**src/rtl/byteswap_seq_pkg.sv**
```systemverilog
// Shared types for the byteswap job sequencer: FSM states, queued job record
// and the chunk sizing helper.
package byteswap_seq_pkg;

    localparam int unsigned SEQ_ADDR_W = 64;
    localparam int unsigned SEQ_LEN_W  = 32;

    typedef enum logic [2:0] {
        ST_IDLE,
        ST_LOAD,
        ST_ISSUE,
        ST_WAIT,
        ST_DONE
    } seq_state_t;

    typedef struct packed {
        logic [SEQ_ADDR_W-1:0] offset;
        logic [SEQ_LEN_W-1:0]  length;
    } job_t;

    function automatic logic [SEQ_LEN_W-1:0] chunk_len(
        input logic [SEQ_LEN_W-1:0] remaining,
        input logic [SEQ_LEN_W-1:0] max_chunk
    );
        return (remaining < max_chunk) ? remaining : max_chunk;
    endfunction

endpackage

```
**src/rtl/byteswap_job_fifo.sv**
```systemverilog
// Synchronous job queue with registered full/empty flags; a push and a pop in
// the same cycle are both honoured and leave the occupancy unchanged.
module byteswap_job_fifo
    import byteswap_seq_pkg::*;
#(
    parameter int unsigned DEPTH = 4
) (
    input  logic ap_clk,
    input  logic areset,
    input  logic push,
    input  job_t push_data,
    input  logic pop,
    output job_t pop_data,
    output logic full,
    output logic empty
);

    localparam int unsigned PTR_W = $clog2(DEPTH);

    job_t             mem [DEPTH];
    logic [PTR_W-1:0] wr_ptr;
    logic [PTR_W-1:0] rd_ptr;
    logic [PTR_W:0]   count;
    logic [PTR_W:0]   count_next;
    logic             push_ok;
    logic             pop_ok;

    assign push_ok  = push && !full;
    assign pop_ok   = pop && !empty;
    assign pop_data = mem[rd_ptr];

    always_comb begin
        count_next = count;
        if (push_ok && !pop_ok) begin
            count_next = count + (PTR_W+1)'(1);
        end else if (!push_ok && pop_ok) begin
            count_next = count - (PTR_W+1)'(1);
        end
    end

    // Storage is not reset; only pointers and flags define validity.
    always_ff @(posedge ap_clk) begin
        if (push_ok) begin
            mem[wr_ptr] <= push_data;
        end
    end

    always_ff @(posedge ap_clk) begin
        if (areset) begin
            wr_ptr <= '0;
            rd_ptr <= '0;
            count  <= '0;
            full   <= 1'b0;
            empty  <= 1'b1;
        end else begin
            if (push_ok) begin
                wr_ptr <= wr_ptr + PTR_W'(1);
            end
            if (pop_ok) begin
                rd_ptr <= rd_ptr + PTR_W'(1);
            end
            count <= count_next;
            full  <= (count_next == (PTR_W+1)'(DEPTH));
            empty <= (count_next == '0);
        end
    end

endmodule

```
**src/rtl/byteswap_job_sequencer.sv**
```systemverilog
// Queues in-place swap jobs and feeds them to the AXI read/write masters as
// chunks, waiting for both masters to finish each chunk before the next one.
//
// state | meaning
// IDLE  | waiting for a queued job; pops it when present
// LOAD  | picks the next chunk, or finishes the job when nothing remains
// ISSUE | one-cycle start pulse to both masters
// WAIT  | collecting both done pulses (any order)
// DONE  | one-cycle job_done pulse
module byteswap_job_sequencer
    import byteswap_seq_pkg::*;
#(
    parameter int unsigned C_ADDR_WIDTH   = 64,
    parameter int unsigned C_LENGTH_WIDTH = 32,
    parameter int unsigned C_CHUNK_BYTES  = 1048576,
    parameter int unsigned C_QUEUE_DEPTH  = 4
) (
    input  logic                      ap_clk,
    input  logic                      areset,
    input  logic                      job_valid,
    output logic                      job_ready,
    input  logic [C_ADDR_WIDTH-1:0]   job_offset,
    input  logic [C_LENGTH_WIDTH-1:0] job_length,
    output logic                      rd_ctrl_start,
    output logic [C_ADDR_WIDTH-1:0]   rd_ctrl_offset,
    output logic [C_LENGTH_WIDTH-1:0] rd_ctrl_length,
    input  logic                      rd_ctrl_done,
    output logic                      wr_ctrl_start,
    output logic [C_ADDR_WIDTH-1:0]   wr_ctrl_offset,
    output logic [C_LENGTH_WIDTH-1:0] wr_ctrl_length,
    input  logic                      wr_ctrl_done,
    output logic                      job_done,
    output logic                      busy,
    output logic [15:0]               jobs_completed
);

    seq_state_t                state;
    job_t                      fifo_din;
    job_t                      fifo_dout;
    logic                      fifo_full;
    logic                      fifo_empty;
    logic                      fifo_push;
    logic                      fifo_pop;
    logic [C_ADDR_WIDTH-1:0]   cur_off;
    logic [C_LENGTH_WIDTH-1:0] remaining;
    logic [C_LENGTH_WIDTH-1:0] chunk;
    logic [C_LENGTH_WIDTH-1:0] chunk_next;
    logic                      rd_seen;
    logic                      wr_seen;
    logic                      rd_now;
    logic                      wr_now;
    logic                      ctrl_start;
    logic [C_ADDR_WIDTH-1:0]   ctrl_offset;
    logic [C_LENGTH_WIDTH-1:0] ctrl_length;

    assign fifo_din.offset = SEQ_ADDR_W'(job_offset);
    assign fifo_din.length = SEQ_LEN_W'(job_length);
    assign fifo_push       = job_valid && job_ready;
    assign fifo_pop        = (state == ST_IDLE) && !fifo_empty;

    byteswap_job_fifo #(
        .DEPTH (C_QUEUE_DEPTH)
    ) u_job_fifo (
        .ap_clk    (ap_clk),
        .areset    (areset),
        .push      (fifo_push),
        .push_data (fifo_din),
        .pop       (fifo_pop),
        .pop_data  (fifo_dout),
        .full      (fifo_full),
        .empty     (fifo_empty)
    );

    assign job_ready = !fifo_full;
    assign busy      = (state != ST_IDLE) || !fifo_empty;

    // Both masters always work on the same chunk, so they share one register set.
    assign rd_ctrl_start  = ctrl_start;
    assign wr_ctrl_start  = ctrl_start;
    assign rd_ctrl_offset = ctrl_offset;
    assign wr_ctrl_offset = ctrl_offset;
    assign rd_ctrl_length = ctrl_length;
    assign wr_ctrl_length = ctrl_length;

    assign chunk_next = C_LENGTH_WIDTH'(chunk_len(SEQ_LEN_W'(remaining), SEQ_LEN_W'(C_CHUNK_BYTES)));
    assign rd_now     = rd_seen || rd_ctrl_done;
    assign wr_now     = wr_seen || wr_ctrl_done;

    always_ff @(posedge ap_clk) begin
        if (areset) begin
            state          <= ST_IDLE;
            cur_off        <= '0;
            remaining      <= '0;
            chunk          <= '0;
            rd_seen        <= 1'b0;
            wr_seen        <= 1'b0;
            ctrl_start     <= 1'b0;
            ctrl_offset    <= '0;
            ctrl_length    <= '0;
            job_done       <= 1'b0;
            jobs_completed <= '0;
        end else begin
            case (state)
                ST_IDLE: begin
                    if (!fifo_empty) begin
                        cur_off   <= C_ADDR_WIDTH'(fifo_dout.offset);
                        remaining <= C_LENGTH_WIDTH'(fifo_dout.length);
                        state     <= ST_LOAD;
                    end
                end
                ST_LOAD: begin
                    if (remaining == '0) begin
                        job_done       <= 1'b1;
                        jobs_completed <= jobs_completed + 16'd1;
                        state          <= ST_DONE;
                    end else begin
                        chunk       <= chunk_next;
                        ctrl_offset <= cur_off;
                        ctrl_length <= chunk_next;
                        ctrl_start  <= 1'b1;
                        rd_seen     <= 1'b0;
                        wr_seen     <= 1'b0;
                        state       <= ST_ISSUE;
                    end
                end
                ST_ISSUE: begin
                    ctrl_start <= 1'b0;
                    state      <= ST_WAIT;
                end
                ST_WAIT: begin
                    if (rd_now && wr_now) begin
                        cur_off   <= cur_off + C_ADDR_WIDTH'(chunk);
                        remaining <= remaining - chunk;
                        state     <= ST_LOAD;
                    end else begin
                        rd_seen <= rd_now;
                        wr_seen <= wr_now;
                    end
                end
                ST_DONE: begin
                    job_done <= 1'b0;
                    state    <= ST_IDLE;
                end
                default: state <= ST_IDLE;
            endcase
        end
    end

endmodule

```
**config.mk**
```make
export PLATFORM = sky130hd
export DESIGN_NAME = byteswap_job_sequencer
export DESIGN_NICKNAME = d
export VERILOG_FILES = /design/src/rtl/byteswap_seq_pkg.sv /design/src/rtl/byteswap_job_fifo.sv /design/src/rtl/byteswap_job_sequencer.sv
export SDC_FILE = /design/constraint.sdc
export NUM_CORES = 1
export LEC_CHECK = 0
export BUFFER_PORTS_ARGS = -buffer_cell sky130_fd_sc_hd__buf_4
export CORE_ASPECT_RATIO = 1.4
export CORE_MARGIN = 1
export CORE_UTILIZATION = 60
export CTS_CLUSTER_DIAMETER = 100
export CTS_CLUSTER_SIZE = 24
export DETAILED_ROUTE_END_ITERATION = 16
export PLACE_DENSITY = 0.9
export SLEW_MARGIN = 20
export SYNTH_ARGS = -nofsm -noshare
export SYNTH_HDL_FRONTEND = slang
export SYNTH_SLANG_ARGS = --single-unit
```
**constraint.sdc**
```tcl
create_clock -name ap_clk -period 10.24 [get_ports ap_clk]
set_input_delay 0.512 -clock ap_clk [delete_from_list [all_inputs] [get_ports ap_clk]]
set_output_delay 0.512 -clock ap_clk [all_outputs]
set_load 0.01 [all_outputs]
```
==> impl_metrics.csv <==
group,metric,value,unit
status,outcome,"complete, no violations",
worst_setup_path,reg2reg_depth,10,
synthesis,yosys-top-cells-area,"edfxtp_1 41%, dfxtp_1 16%, mux4_2 7.7%",
timing,hold_viol,0,
detailed_routing,wl_met1,29.75,mm
placed_design,placed_cells,3072,
timing,fmax,280.7,MHz
synthesis,ys_types,88,
clocking,htreeDepth,1,
worst_setup_path,critPathMaxFanout,11,
global_routing,grt_pass1_wl,112.9,mm
worst_hold_path,hold_path.class,"in -> reg",
placed_design,io_buffers,313,
timing,setup_tns,0,ns
worst_setup_path,startpoint_type,"register",
timing,setup_viol,0,
detailed_routing,top_layer,"met4",
timing,skew,0.02719,ns
pwr,powerDensity,246.0,nW/µm²
synthesis,yosys_warnings,0,
synthesis,synth_edf_count,384,
pwr,peakVddDrop,0.1749,mV
pwr,power.total,7.552,mW
clocking,clk_pin_slew,0.11,ns
die,dieHeight,256.7,µm
detailed_routing,num_vias,20100,
detailed_routing,drc,0,
worst_hold_path,hold-path-endpoint,"u_job_fifo.mem[0][20]$_DFFE_PP_",
worst_setup_path,required,10.79,ns
synthesis,ys_top_cells_by_count,"384 x edfxtp_1, 288 x nand2_1, 226 x dfxtp_1",
global_routing,grt_pass1_vias,19120,
global_routing,antenna_found_initial,9,
timing,drv_slew,0,
detailed_routing,dr.pass1.iters,7,
detailed_routing,drtIter0Drc,2389,
global_routing,gr-usage-all-layers,0.3141,
worst_setup_path,r2r-start,"rd_ctrl_length[14]$_SDFFE_PP0P_",
placed_design,finalWeightedCongestion,0.9678,
finish,syn2layout_area_growth,10.43,%
finish,stdcell_count,3134,
die,num_rows,93,
clocking,clk_latency,0.62,ns
worst_setup_path,crit_arrival,4.11,ns
clocking,post-cts-setup-buffers,0,
synthesis,syn-cell-area,27800,µm²
die,ios,314,
clocking,cts_made_buffers,29,
detailed_routing,wirelength,75.23,mm
worst_setup_path,r2r_slack,6.68,ns
timing,rsz0062_at_grt,"false",
die,die_w,183.9,µm
clocking,cts_tree,"done",
detailed_routing,wl_per_cell,24.01,µm
detailed_routing,wl_met2,36.46,mm
synthesis,synthCells,2354,
synthesis,synth_seq_cells,610,
synthesis,synth_nets,2527,
global_routing,grt_max_degree,86,
finish,nNetsFinal,2661,
timing,max-slew-margin-rel,0.2621,
pwr,switching_share,0.3790,
timing,min_period,3.563,ns
worst_setup_path,end_kind,"register",
clocking,clkSinkCount,610,
synthesis,syn_area_per_cell,11.81,µm²
pwr,p_seq_frac,0.438,
clocking,cts_hold_buf,0,
clocking,cts-root-buf,"clkbuf_16",
job,drv_cap,0,
pwr,comb_power_share,0.392,
synthesis,yosys.area.top_type,"edfxtp_1",
worst_setup_path,criticalPathCategory,"reg -> reg",
worst_setup_path,r2r_end,"cur_off[49]$_SDFFE_PP0P_",
pwr,p_switching,2.862,mW
pwr,p_leak,10.95,nW
timing,tightestPinTransition,1.107,ns
synthesis,ys_async_sr_fraction,0,
detailed_routing,dr_wl_met3,6.656,mm
worst_hold_path,hold_start,"job_length[20]",
finish,drive_above_1_share,0.2022,
clocking,clk_path_buf_depth,3,
detailed_routing,ant_nets,0,
die,start_util,0.6065,
clocking,cts-resized-gates,0,
die,die_area,47220,µm²
worst_hold_path,holdPathStages,1,
timing,finalCritPeriodShare,0.3479,
pwr,p_clk_frac,0.170,
synthesis,ys_seq_area_frac,0.5774,
placed_design,dp_hpwl,50.92,mm
die,core,45850,µm²
synthesis,synth_top_area_frac,0.4147,
synthesis,synth_flop_cell,"edfxtp_1",
synthesis,yosysMostFrequentCell,"edfxtp_1",
global_routing,grt-ovfl-total,0,
pwr,p_int,4.690,mW
detailed_routing,viasPerCell,6.413,
==> critical path, cell delays in order, from the launching register on <==
cell and delay, ns:
dfxtp_1 0.40, ha_1 0.46, nand4_1 0.17, nor4_2 0.43, nand3_1 0.13, o221ai_1 0.27
o21ai_1 0.15, nand2_1 0.40, nand2_1 0.33, or4_1 0.61, a21oi_1 0.14
==> cells in the final DEF (no fill, tap or decap), types with 34 or more instances in the layout <==
cell      instances
o21ai_0         100
mux4_2           95
nand3_1          68
buf_4           330
nand2_1         288
inv_1            57
a31oi_1          34
nor2_1          144
dfxtp_1         224
ha_1             70
a21oi_1         201
edfxtp_1        384
xor2_1           36
nor3_1           36
==> worst max path at each step <==
stage | depth (start not counted) | start | to | slack, ns
finish | 10 | rd_ctrl_length[14]$_SDFFE_PP0P_ | cur_off[49]$_SDFFE_PP0P_ | 6.68
global route | 12 | rd_ctrl_length[0]$_SDFFE_PP0P_ | remaining[30]$_SDFFE_PP0P_ | 6.52
CTS | 6 | register | cur_off[35]$_SDFFE_PP0P_ | 6.76
detailed placement | 4 | job_valid | u_job_fifo.mem[0][52]$_DFFE_PP_ | 6.82
global placement | 8 | wr_ctrl_done | remaining[31]$_SDFFE_PP0P_ | 6.39
floorplan | 3 | job_valid | u_job_fifo.mem[0][0]$_DFFE_PP_ | 6.53
==> layout make-up <==
class | count | area (µm²)
antenna | 9 | 22.52
multi-input combinational | 1456 | 10270
fill | 3347 | 15140
sequential | 610 | 16060
timing repair buffer | 333 | 2536
tap | 617 | 772.0
clock buffer | 50 | 804.5
inverter | 58 | 217.7
clock inverter | 1 | 16.27
==> layer usage <==
metal  global-route usage  up-vias
met2               0.5057     1153
met4               0.1153        0
li1                     -     8915
met3              0.03409      132
met1               0.4418     9897
met5                    0        -
==> power by group through the flow <==
| stage | sequential [mW] | combinational [mW] | clock, mW |
|---|---|---|---|
| global placement | 3.32 | 2.83 | 0 |
| global route | 3.34 | 3.19 | 1.38 |
| floorplan | 3.20 | 2.19 | 0 |
| CTS | 3.29 | 2.91 | 1.30 |
| detailed placement | 3.35 | 2.88 | 0 |
| finish | 3.31 | 2.96 | 1.28 |
==> kinds of logic after synthesis <==
logic type / Yosys count / synth area share
AND/OR/NAND/NOR: 686 / 0.1130
flip-flops: 610 / 0.5774
AO/OA/AOI/OAI: 530 / 0.1206
buffers and inverters: 288 / 0.05531
multiplexers: 100 / 0.07934
adder cells (fa/ha/maj): 72 / 0.03294
XOR/XNOR: 68 / 0.02142
==> per-stage QoR <==
step / cell area, µm² / utilization / hold WS, ns / setup slack, ns
3_3_place_gp: 29810 / 0.6502 / 0.4577 / 6.388
2_1_floorplan: 27800 / - / 0.4410 / 6.529
3_5_place_dp: 29810 / 0.6502 / 0.4652 / 6.820
6_report: 30700 / 0.6697 / 0.08766 / 6.677
4_1_cts: 30630 / 0.6681 / 0.07100 / 6.757
5_1_grt: 30700 / 0.6697 / 0.07905 / 6.516
==> sequential cells by signal, indices dropped and copies added, names as in the netlist, named ones only <==
signal,count
rd_ctrl_start,1
u_job_fifo.empty,1
u_job_fifo.count,3
u_job_fifo.full,1
remaining,32
state,3
u_job_fifo.mem,384
job_done,1
rd_ctrl_offset,64
u_job_fifo.wr_ptr,2
rd_seen,1
wr_seen,1
jobs_completed,16
u_job_fifo.rd_ptr,2
rd_ctrl_length,32
cur_off,64
Note: power is estimated with default switching activity, not from simulation.
